==> src/rtl/chunked_addsub.sv <==
// chunked_addsub: multi-cycle adder/subtractor that processes CHUNK bits per
// clock. A request captures the operands, the RUN state walks the chunks from
// LSB to MSB through one CHUNK-bit adder, and the final edge publishes sum,
// carry-out and signed overflow together with a one-cycle done pulse.
//
// state  | meaning
// -------+-------------------------------------------------------------
// S_IDLE | waiting for start; busy=0, done=0
// S_RUN  | one chunk added per edge; busy=1, start ignored
// S_DONE | results valid this cycle; done=1, start here chains a new op
module chunked_addsub #(
  parameter int WIDTH = 16,
  parameter int CHUNK = 4
) (
  input  logic             clk,
  input  logic             rst,
  input  logic             start,
  input  logic [WIDTH-1:0] a,
  input  logic [WIDTH-1:0] b,
  input  logic             cin,
  input  logic             sub,
  output logic [WIDTH-1:0] sum,
  output logic             cout,
  output logic             overflow,
  output logic             busy,
  output logic             done
);

  localparam int N     = WIDTH / CHUNK;
  localparam int CNT_W = (N > 1) ? $clog2(N) : 1;
  localparam logic [CNT_W-1:0] LAST = CNT_W'(N - 1);

  if (CHUNK < 1 || WIDTH < 1 || (WIDTH % CHUNK) != 0) begin : g_bad_params
    $error("chunked_addsub: WIDTH must be a non-zero multiple of CHUNK");
  end

  typedef enum logic [1:0] {
    S_IDLE = 2'd0,
    S_RUN  = 2'd1,
    S_DONE = 2'd2
  } state_t;

  state_t           state_q;
  logic [CNT_W-1:0] cnt_q;
  logic             carry_q;
  logic [WIDTH-1:0] a_q;
  logic [WIDTH-1:0] b_eff_q;   // b already inverted for subtraction
  logic [WIDTH-1:0] shadow_q;
  logic [WIDTH-1:0] shadow_d;
  logic [WIDTH-1:0] sum_q;
  logic             cout_q;
  logic             ovf_q;
  logic             busy_q;
  logic             done_q;

  logic [CHUNK-1:0] a_slice;
  logic [CHUNK-1:0] b_slice;
  logic [CHUNK-1:0] s_slice;
  logic             c_next;
  logic             c_into_msb;
  int               base;

  // Chunk adder on the slice selected by the counter, plus shadow merge.
  always_comb begin
    base       = int'(cnt_q) * CHUNK;
    a_slice    = a_q[base +: CHUNK];
    b_slice    = b_eff_q[base +: CHUNK];
    {c_next, s_slice} = {1'b0, a_slice} + {1'b0, b_slice}
                      + {{CHUNK{1'b0}}, carry_q};
    // Only meaningful on the top chunk: recover the carry into bit WIDTH-1
    // from the sum bit and its two operand bits.
    c_into_msb = a_slice[CHUNK-1] ^ b_slice[CHUNK-1] ^ s_slice[CHUNK-1];
    shadow_d   = shadow_q;
    shadow_d[base +: CHUNK] = s_slice;
  end

  // Sequencer with registered status and result outputs.
  always_ff @(posedge clk or posedge rst) begin
    if (rst) begin
      state_q  <= S_IDLE;
      cnt_q    <= '0;
      carry_q  <= 1'b0;
      a_q      <= '0;
      b_eff_q  <= '0;
      shadow_q <= '0;
      sum_q    <= '0;
      cout_q   <= 1'b0;
      ovf_q    <= 1'b0;
      busy_q   <= 1'b0;
      done_q   <= 1'b0;
    end else begin
      case (state_q)
        S_IDLE, S_DONE: begin
          done_q <= 1'b0;
          if (start) begin
            a_q      <= a;
            b_eff_q  <= sub ? ~b : b;
            carry_q  <= sub ? 1'b1 : cin;
            cnt_q    <= '0;
            shadow_q <= '0;
            busy_q   <= 1'b1;
            state_q  <= S_RUN;
          end else begin
            busy_q  <= 1'b0;
            state_q <= S_IDLE;
          end
        end
        S_RUN: begin
          shadow_q <= shadow_d;
          carry_q  <= c_next;
          if (cnt_q == LAST) begin
            sum_q   <= shadow_d;
            cout_q  <= c_next;
            ovf_q   <= c_into_msb ^ c_next;
            busy_q  <= 1'b0;
            done_q  <= 1'b1;
            state_q <= S_DONE;
          end else begin
            cnt_q <= cnt_q + 1'b1;
          end
        end
        default: begin
          busy_q  <= 1'b0;
          done_q  <= 1'b0;
          state_q <= S_IDLE;
        end
      endcase
    end
  end

  assign sum      = sum_q;
  assign cout     = cout_q;
  assign overflow = ovf_q;
  assign busy     = busy_q;
  assign done     = done_q;

endmodule
==> config.mk <==
export PLATFORM = sky130hd
export DESIGN_NAME = chunked_addsub
export DESIGN_NICKNAME = d
export VERILOG_FILES = /design/src/rtl/chunked_addsub.sv
export SDC_FILE = /design/constraint.sdc
export NUM_CORES = 1
export LEC_CHECK = 0
export CORE_MARGIN = 2
export CORE_UTILIZATION = 48
export CTS_BUF_LIST = sky130_fd_sc_hd__clkbuf_8
export CTS_CLUSTER_SIZE = 12
export DETAILED_ROUTE_END_ITERATION = 10
export GPL_ROUTABILITY_DRIVEN = 1
export HOLD_SLACK_MARGIN = 0.08
export PLACE_DENSITY = 0.74
export SKIP_CTS_REPAIR_TIMING = 1
export SYNTH_ARGS = -nofsm -noshare
export SYNTH_HDL_FRONTEND = slang
export SYNTH_SLANG_ARGS = --single-unit
==> constraint.sdc <==
create_clock -name clk -period 3.86 [get_ports clk]
set_input_delay 0.772 -clock clk [delete_from_list [all_inputs] [get_ports clk]]
set_output_delay 0.772 -clock clk [all_outputs]
set_load 0.02 [all_outputs]
==> results of run 1 <==
[how the worst max path moves through the flow]
stage,start,to
floorplan,cnt_q[0]$_DFFE_PP0P_,overflow$_DFFE_PP0P_
global placement,cnt_q[0]$_DFFE_PP0P_,overflow$_DFFE_PP0P_
detailed placement,cnt_q[0]$_DFFE_PP0P_,overflow$_DFFE_PP0P_
CTS,cnt_q[0]$_DFFE_PP0P_,overflow$_DFFE_PP0P_
global route,cnt_q[1]$_DFFE_PP0P_,overflow$_DFFE_PP0P_
finish,cnt_q[0]$_DFFE_PP0P_,overflow$_DFFE_PP0P_
[worst max-delay path, stage by stage, from the launching register on]
cell and delay, ps:
dfrtp_1 520, mux4_2 560, fa_1 450, fa_1 460, a21o_1 210, a21oi_1 250, xnor2_1 160, o21ai_1 70
[logic make-up after synthesis]
group	Yosys count	synth area share
AO/OA/AOI/OAI	65	0.139
flip-flops	71	0.522
AND/OR/NAND/NOR	67	0.0945
multiplexers	24	0.106
adder cells (fa/ha/maj)	11	0.0449
XOR/XNOR	20	0.0537
buffers and inverters	28	0.0404
[per-stage QoR]
step                      worst slack, ps  area [um^2]
after CTS                            1050         4180
after global routing                  918         4180
after detailed placement             1060         4010
final                                1070         4180
after global placement               1160         4010
after floorplan                      1060         3400
[layer usage]
metal  GRT usage  vias to the layer above  share of wire
met5           0                        -              0
met4      0.0799                        0          0.020
met3      0.0500                       12          0.045
met2       0.297                       68           0.48
met1       0.249                     1181           0.46
li1            -                     1127              -
[cells in the final DEF, fill, tap and decap left out, drive strengths merged]
master and count:
clkbuf 11, nor2 25, and3 2, nand3b 1, nor3b 4, ha 9, o21ai 28, inv 10
nor4 1, nand2 24, a21oi 6, a21o 2, buf 4, fa 2, nand3 3, xnor2 18
mux2 16, nand2b 3, a22o 4, a221oi 12, and4 1, nor2b 1, and2b 1, xor2 2
clkinv 2, and2 1, clkdlybuf4s50 56, o221ai 1, mux4 8, dfrtp 71, a32o 12
[report_power, final]
group	internal, mW	total, mW	switching [mW]
sequential	1.09	1.31	0.221
clock	0.256	0.507	0.252
combinational	0.926	2.14	1.21
[cell type report]
cell class              count  share of cell area
flip-flops and latches     71               0.425
multi-input cells         187               0.357
repair buffers             60               0.141
clock buffers              11              0.0362
well taps                  96              0.0288
inverters                   9             0.00809
clock inverters             3             0.00300
[sequential cells by signal (all words and copies together), names as in the netlist]
signal,count
carry_q,1
a_q,16
cnt_q,2
sum,16
overflow,1
shadow_q,16
b_eff_q,16
cout,1
state_q,2
==> reports/metrics.yaml, run 1 <==
status:
  status: "completed"
routing:
  drcViolationCount: 0
  wl_per_cell_um: 15.0
  wl_um: 6560
  drt_pass1_iterations: 4
  antenna_left: 0
  via_per_inst: 5.46
  vias: 2388
  drtIter0Drc: 94
clock_network:
  root_buffer: "clkbuf_8"
  clkTransAtPathRegs_ps: 70
  tritoncts: "yes"
  h-tree-depth: 3
  cts_buffers: 9
  clockBufferDepth: 2
  cts_sinks: 71
  insertion_delay_ps: 340
die:
  die_height_um: 88.2
  rows: 30
  die_x_um: 88.2
  pin_count: 57
  core_area_um2: 6830
  dieArea_um2: 7780
  initial_core_util: 0.498
sta:
  worst_pin_slew_ps: 882
  fin_crit_ps: 2790
  rsz0062_at_grt: "false"
  fin_setup_tns_ps: 0
  fin_hold_ws_ps: 485
  skew_ps: 6.70
  fmax_mhz: 359
  drv_slew: 0
  finalCritPeriodShare: 0.722
  finalSetupViolations: 0
  slew_headroom: 0.412
  finalHoldViolations: 0
critical_path:
  cp.arrival_ps: 3010
  critPathMaxFanout: 6
  cp-end-kind: "register"
  rr_worst_depth: 7
  rr_startpoint: "cnt_q[0]$_DFFE_PP0P_"
  r2r-end: "overflow$_DFFE_PP0P_"
  start_kind: "register"
  worstPathRequired_ps: 4080
  crit_type: "reg -> reg"
  rrSetupSlack_ps: 1070
synth:
  yosysUniqueCellTypes: 37
  syn_area_um2: 3400
  synth_common_cells: "dfrtp_1, o21ai_0, nor2_1, nand2_1, xnor2_1"
  synthTopCellsByArea: "dfrtp_1, mux2_2, mux4_2"
  ys_async_sr_fraction: 1.00
  synth.avg_cell_area_um2: 11.9
  synth_top_area_share: 0.522
  yosys_register_bits: 71
  synth_top_area_cell: "dfrtp_1"
  synth_edf_count: 0
  synth_ff_type: "dfrtp_1"
  synth_warnings: 0
  yosysMostFrequentCell: "dfrtp_1"
  syn_inst: 286
  syn_nets: 334
  ys_seq_area_frac: 0.522
job:
  cap_violations: 0
global_route:
  first_global_vias: 2299
  grt_max_degree: 72
  globalRoute.totalOverflow: 0
  grt_use_total: 0.189
  grt_antenna_before_repair: 0
  grt_pass1_wl_um: 11100
hold_path:
  hp-class: "reg -> reg"
  worst_hold_path.endpoint: "b_eff_q[3]$_DFFE_PP0P_"
  hp-start: "b_eff_q[3]$_DFFE_PP0P_"
  min_path_cells: 2
pwr:
  pwr_density_cell_nw_per_um2: 946
  finalPower_mw: 3.95
  total_leakage_power_nw: 1.78
  ir_worst_vdd_v: 0.000478
layout:
  regArea_um2: 1780
  fin_nets: 386
  drive_gt1_frac: 0.138
  final_cell_count_no_fill: 437
  final_core_utilization: 0.611
  fill_cells: 586
  area_growth_pct: 22.7
  diodes: 0
  multiInputGateArea_um2: 1490
placed_design:
  place.gp.congestion: 0.886
  dp.cells: 423
  portBuffers: 56
  dp_hpwl_um: 4790
Note: power is estimated with default switching activity, not from simulation.
==> run 2: changes to the inputs <==
--- a/config.mk
+++ b/config.mk
@@ -12,7 +12,7 @@
 export DETAILED_ROUTE_END_ITERATION = 10
 export GPL_ROUTABILITY_DRIVEN = 1
 export HOLD_SLACK_MARGIN = 0.08
-export PLACE_DENSITY = 0.74
+export PLACE_DENSITY = 0.77
 export SKIP_CTS_REPAIR_TIMING = 1
 export SYNTH_ARGS = -nofsm -noshare
 export SYNTH_HDL_FRONTEND = slang
==> constraint.sdc (replaced) <==
create_clock -name clk -period 2.34 [get_ports clk]
set_input_delay 0.468 -clock clk [delete_from_list [all_inputs] [get_ports clk]]
set_output_delay 0.468 -clock clk [all_outputs]
set_load 0.02 [all_outputs]
==> run 2 against run 1 <==
  * The run now ends with setup timing left
  * Sequential power increased by 63%
  * Sequential share of layout area decreased by 1.6 points
  * Die area unchanged
  * Combinational power increased by 93%
  * Fmax increased by 15%
  * Via count increased by 0.84%
  * Non-clock buffer count increased by 9
  * Clock skew decreased by 1.5 ps
  * Core utilization increased by 2.5 points
  * Largest cell class unchanged
==> reports/metrics.yaml, run 2 (synthesis results as in run 1) <==
placed_design:
  dp_hpwl_um: 5030
  portBuffers: 56
  dpl-instance-area_um2: 4160
  place.gp.congestion: 0.880
  dp.cells: 432
sta:
  rsz0062_at_grt: "true"
  finalCritPeriodShare: 1.04
  drv_slew: 0
  worst_pin_slew_ps: 558
  skew_ps: 5.23
  slew_headroom: 0.624
  fin_crit_ps: 2430
  finalHoldViolations: 0
  fmax_mhz: 412
  fin_ws_ps: -87.5
  finalSetupViolations: 9
clock_network:
  clkTransAtPathRegs_ps: 70
  insertion_delay_ps: 360
  tritoncts: "yes"
  cts_sinks: 71
  clockBufferDepth: 2
  h-tree-depth: 3
  root_buffer: "clkbuf_8"
  cts_buffers: 9
critical_path:
  worstPathRequired_ps: 2580
  cp-end-kind: "register"
  start_kind: "register"
  rrSetupSlack_ps: -90
  rr_worst_depth: 7
  critPathMaxFanout: 4
  rr_startpoint: "cnt_q[0]$_DFFE_PP0P_"
  cp.arrival_ps: 2660
  crit_type: "reg -> reg"
  r2r-end: "overflow$_DFFE_PP0P_"
layout:
  final_cell_mix: "dfrtp_1, clkdlybuf4s50_1, o21ai_0"
  diodes: 0
  drive_gt1_frac: 0.186
  fill_cells: 574
  fin_area_um2: 4350
  mostFrequentLayoutCell: "dfrtp_1"
  final_cell_count_no_fill: 446
  area_growth_pct: 27.7
  fin_nets: 395
die:
  core_area_um2: 6830
  die_height_um: 88.2
  initial_core_util: 0.498
  rows: 30
  dieArea_um2: 7780
  pin_count: 57
  die_x_um: 88.2
routing:
  vias: 2408
  wl_per_cell_um: 15.9
  drcViolationCount: 0
  drtIter0Drc: 86
  via_per_inst: 5.40
  wl_um: 7090
  antenna_left: 0
  drt_pass1_iterations: 4
pwr:
  total_leakage_power_nw: 1.87
  pwr_density_cell_nw_per_um2: 1660
  ir_worst_vdd_v: 0.000997
  finalPower_mw: 7.22
global_route:
  grt_antenna_before_repair: 0
  first_global_vias: 2521
  globalRoute.totalOverflow: 0
  grt_max_degree: 72
  grt_pass1_wl_um: 12000
  grt_use_total: 0.209
hold_path:
  worst_hold_path.endpoint: "b_eff_q[1]$_DFFE_PP0P_"
  min_path_cells: 2
  hp-start: "b_eff_q[1]$_DFFE_PP0P_"
  hp-class: "reg -> reg"
status:
  status: "finished with violations"
  failed_checks: "setup timing"
job:
  cap_violations: 0
-- run 2: cell count changes in the layout (fill, tap and decap cells not counted), moves of 2 or more --
cell,delta
a221oi_1,-3
buf_12,+3
a221oi_2,+3
buf_4,+6
fa_2,+2
fa_1,-2
-- run 2: critical path, cell delays in order (launching register included) --
cell and delay, ps:
dfrtp_2 400, mux4_2 530, fa_2 390, fa_2 380, a21o_1 180, a21oi_2 200, xnor2_1 150, o21ai_1 80
-- run 2: per-stage QoR --
step	TNS [ps]	utilization	setup slack, ps	hold slack [ps]
finish	-442	0.636	-87.5	485
global route	-2530	0.636	-194	513
CTS	-790	0.636	-111	490
detailed placement	-586	0.608	-99.2	467
global placement	-176	0.608	-36.2	457
floorplan	-2800	-	-189	445
-- run 2: final cells by class --
class / instances / area [um^2] / share of cell area
repair buffers: 69 / 696 / 0.160
multi-input cells: 187 / 1530 / 0.352
clock buffers: 11 / 151 / 0.0348
inverters: 9 / 33.8 / 0.00777
well taps: 96 / 120 / 0.0276
flip-flops and latches: 71 / 1780 / 0.409
clock inverters: 3 / 37.5 / 0.00864
-- run 2: how the worst max path moves through the flow --
stage                                     from                       end
after floorplan           cnt_q[0]$_DFFE_PP0P_      overflow$_DFFE_PP0P_
after global placement    cnt_q[0]$_DFFE_PP0P_  shadow_q[14]$_DFFE_PP0P_
after detailed placement  cnt_q[0]$_DFFE_PP0P_      overflow$_DFFE_PP0P_
after CTS                 cnt_q[0]$_DFFE_PP0P_      overflow$_DFFE_PP0P_
after global routing      cnt_q[0]$_DFFE_PP0P_      overflow$_DFFE_PP0P_
final                     cnt_q[0]$_DFFE_PP0P_      overflow$_DFFE_PP0P_
-- run 2: metal layers --
layer / track usage / vias up / wire [um]
li1: - / 1144 / -
met1: 0.255 / 1175 / 2990
met2: 0.338 / 78 / 3560
met3: 0.0650 / 11 / 370
met4: 0.0992 / 0 / 164
met5: 0 / - / 0
-- run 2: report_power, final --
group          internal, mW  switching, mW  total (mW)  leakage, nW
logic                  1.91           2.22        4.12        0.873
clock network         0.531          0.435       0.966        0.104
registers              1.80          0.338        2.13        0.891
total                  4.23           2.99        7.22         1.87
==> run 3: changes to the inputs <==
--- a/config.mk
+++ b/config.mk
@@ -5,6 +5,7 @@
 export SDC_FILE = /design/constraint.sdc
 export NUM_CORES = 1
 export LEC_CHECK = 0
+export CORE_ASPECT_RATIO = 2
 export CORE_MARGIN = 2
 export CORE_UTILIZATION = 48
 export CTS_BUF_LIST = sky130_fd_sc_hd__clkbuf_8
==> run 3 against run 2 <==
  * Count of clock-buffer cells in the layout grew 1
  * Largest cell class unchanged
  * Via count grew 1.2%
  * Critical path depth down 1
  * Power fell by 0.13%
  * Core utilization down 0.47 points
  * Critical endpoint is now sum[10]$_DFFE_PP0P_
  * The run still ends with setup timing left
  * Sequential cell count did not move
  * Fmax fell by 2.3%
==> reports/metrics.yaml, run 3 (synthesis results as in run 1) <==
pwr:
  pwr_density_cell_nw_per_um2: 1660
  ir_worst_vdd_v: 0.000968
  total_leakage_power_nw: 1.88
  finalPower_mw: 7.21
clock_network:
  clockBufferDepth: 2
  root_buffer: "clkbuf_8"
  h-tree-depth: 3
  insertion_delay_ps: 360
  cts_sinks: 71
  clkTransAtPathRegs_ps: 70
  tritoncts: "yes"
  cts_buffers: 9
critical_path:
  cp.arrival_ps: 2720
  critPathMaxFanout: 5
  crit_type: "reg -> reg"
  worstPathRequired_ps: 2570
  cp-end-kind: "register"
  start_kind: "register"
sta:
  rsz0062_at_grt: "true"
  finalHoldViolations: 0
  finalSetupViolations: 13
  worst_pin_slew_ps: 708
  finalCritPeriodShare: 1.06
  drv_slew: 0
  skew_ps: 6.62
  fin_hold_ws_ps: 482
  fin_ws_ps: -145
  fmax_mhz: 402
  fin_crit_ps: 2480
  slew_headroom: 0.523
routing:
  drt_pass1_iterations: 4
  wl_um: 7260
  drcViolationCount: 0
  antenna_left: 0
  via_per_inst: 5.50
  vias: 2438
  wl_per_cell_um: 16.4
  drtIter0Drc: 118
die:
  pin_count: 57
  core_area_um2: 6890
  dieArea_um2: 7820
  initial_core_util: 0.494
  die_height_um: 123
  die_x_um: 63.5
  rows: 43
status:
  status: "finished with violations"
  failed_checks: "setup timing"
placed_design:
  place.gp.congestion: 0.872
  dpl-instance-area_um2: 4130
  dp_hpwl_um: 5450
  portBuffers: 56
job:
  cap_violations: 0
global_route:
  grt_max_degree: 72
  first_global_vias: 2525
  grt_antenna_before_repair: 0
  grt_use_total: 0.210
  globalRoute.totalOverflow: 0
  grt_pass1_wl_um: 12100
layout:
  final_cell_mix: "dfrtp_1, clkdlybuf4s50_1, nor2_1"
  drive_gt1_frac: 0.204
  area_growth_pct: 27.8
  diodes: 0
  mostFrequentLayoutCell: "dfrtp_1"
  fin_nets: 397
  fill_cells: 596
  fin_area_um2: 4350
hold_path:
  hp-class: "reg -> reg"
-- run 3: cell types whose count changed in the layout (fill, tap and decap cells not counted), moves of 2 or more --
| cell | change |
|---|---|
| buf_4 | +4 |
| o21ai_0 | -5 |
| buf_12 | -2 |
| o21ai_1 | +4 |
-- run 3: area by class of cell --
| type | instances | area [um^2] | share of cell area |
|---|---|---|---|
| sequential | 71 | 1780 | 0.409 |
| multi-input combinational | 187 | 1560 | 0.359 |
| timing repair buffer | 71 | 686 | 0.158 |
| clock buffer | 12 | 165 | 0.0380 |
| tap | 90 | 113 | 0.0259 |
| inverter | 9 | 33.8 | 0.00777 |
| clock inverter | 3 | 11.3 | 0.00259 |
-- run 3: where the power goes --
part | switching (mW) | total, mW | leakage, nW | internal (mW)
Clock | 0.423 | 0.877 | 0.102 | 0.454
Combinational | 2.30 | 4.19 | 0.889 | 1.90
Sequential | 0.343 | 2.14 | 0.891 | 1.80
Total | 3.06 | 7.21 | 1.88 | 4.15
-- run 3: worst paths after layout --
check | from | endpoint | slack, ps | depth (start not counted)
hold reg to reg | b_eff_q[14]$_DFFE_PP0P_ | b_eff_q[14]$_DFFE_PP0P_ | 480 | 2
max in group asynchronous | rst | shadow_q[9]$_DFFE_PP0P_ | 1530 | 3
setup / recovery | cnt_q[0]$_DFFE_PP0P_ | sum[10]$_DFFE_PP0P_ | -140 | 6
setup reg to reg | cnt_q[0]$_DFFE_PP0P_ | sum[10]$_DFFE_PP0P_ | -140 | 6
hold / removal | b_eff_q[14]$_DFFE_PP0P_ | b_eff_q[14]$_DFFE_PP0P_ | 480 | 2
min in group asynchronous | rst | sum[9]$_DFFE_PP0P_ | 490 | 3
-- run 3: metrics by stage --
step	setup slack [ps]	util	setup TNS [ps]	cells
after CTS	-146	0.626	-1060	442
after detailed placement	-139	0.600	-946	427
final	-145	0.631	-595	443
after floorplan	-189	-	-2800	286
after global routing	-178	0.631	-2600	443
after global placement	-96.5	0.600	-313	427
-- run 3: worst max-delay path, stage by stage, from the launching register on --
cell,delay [ps]
dfrtp_2,400
mux4_2,520
fa_2,390
fa_2,400
xor2_2,200
a221oi_1,370
nor2_1,80
-- run 3: layer usage --
layer | vias to the layer above | GRT usage | wire [um]
li1 | 1144 | - | -
met1 | 1193 | 0.201 | 2510
met2 | 73 | 0.380 | 4060
met3 | 28 | 0.0601 | 297
met4 | 0 | 0.144 | 401
met5 | - | 0 | 0
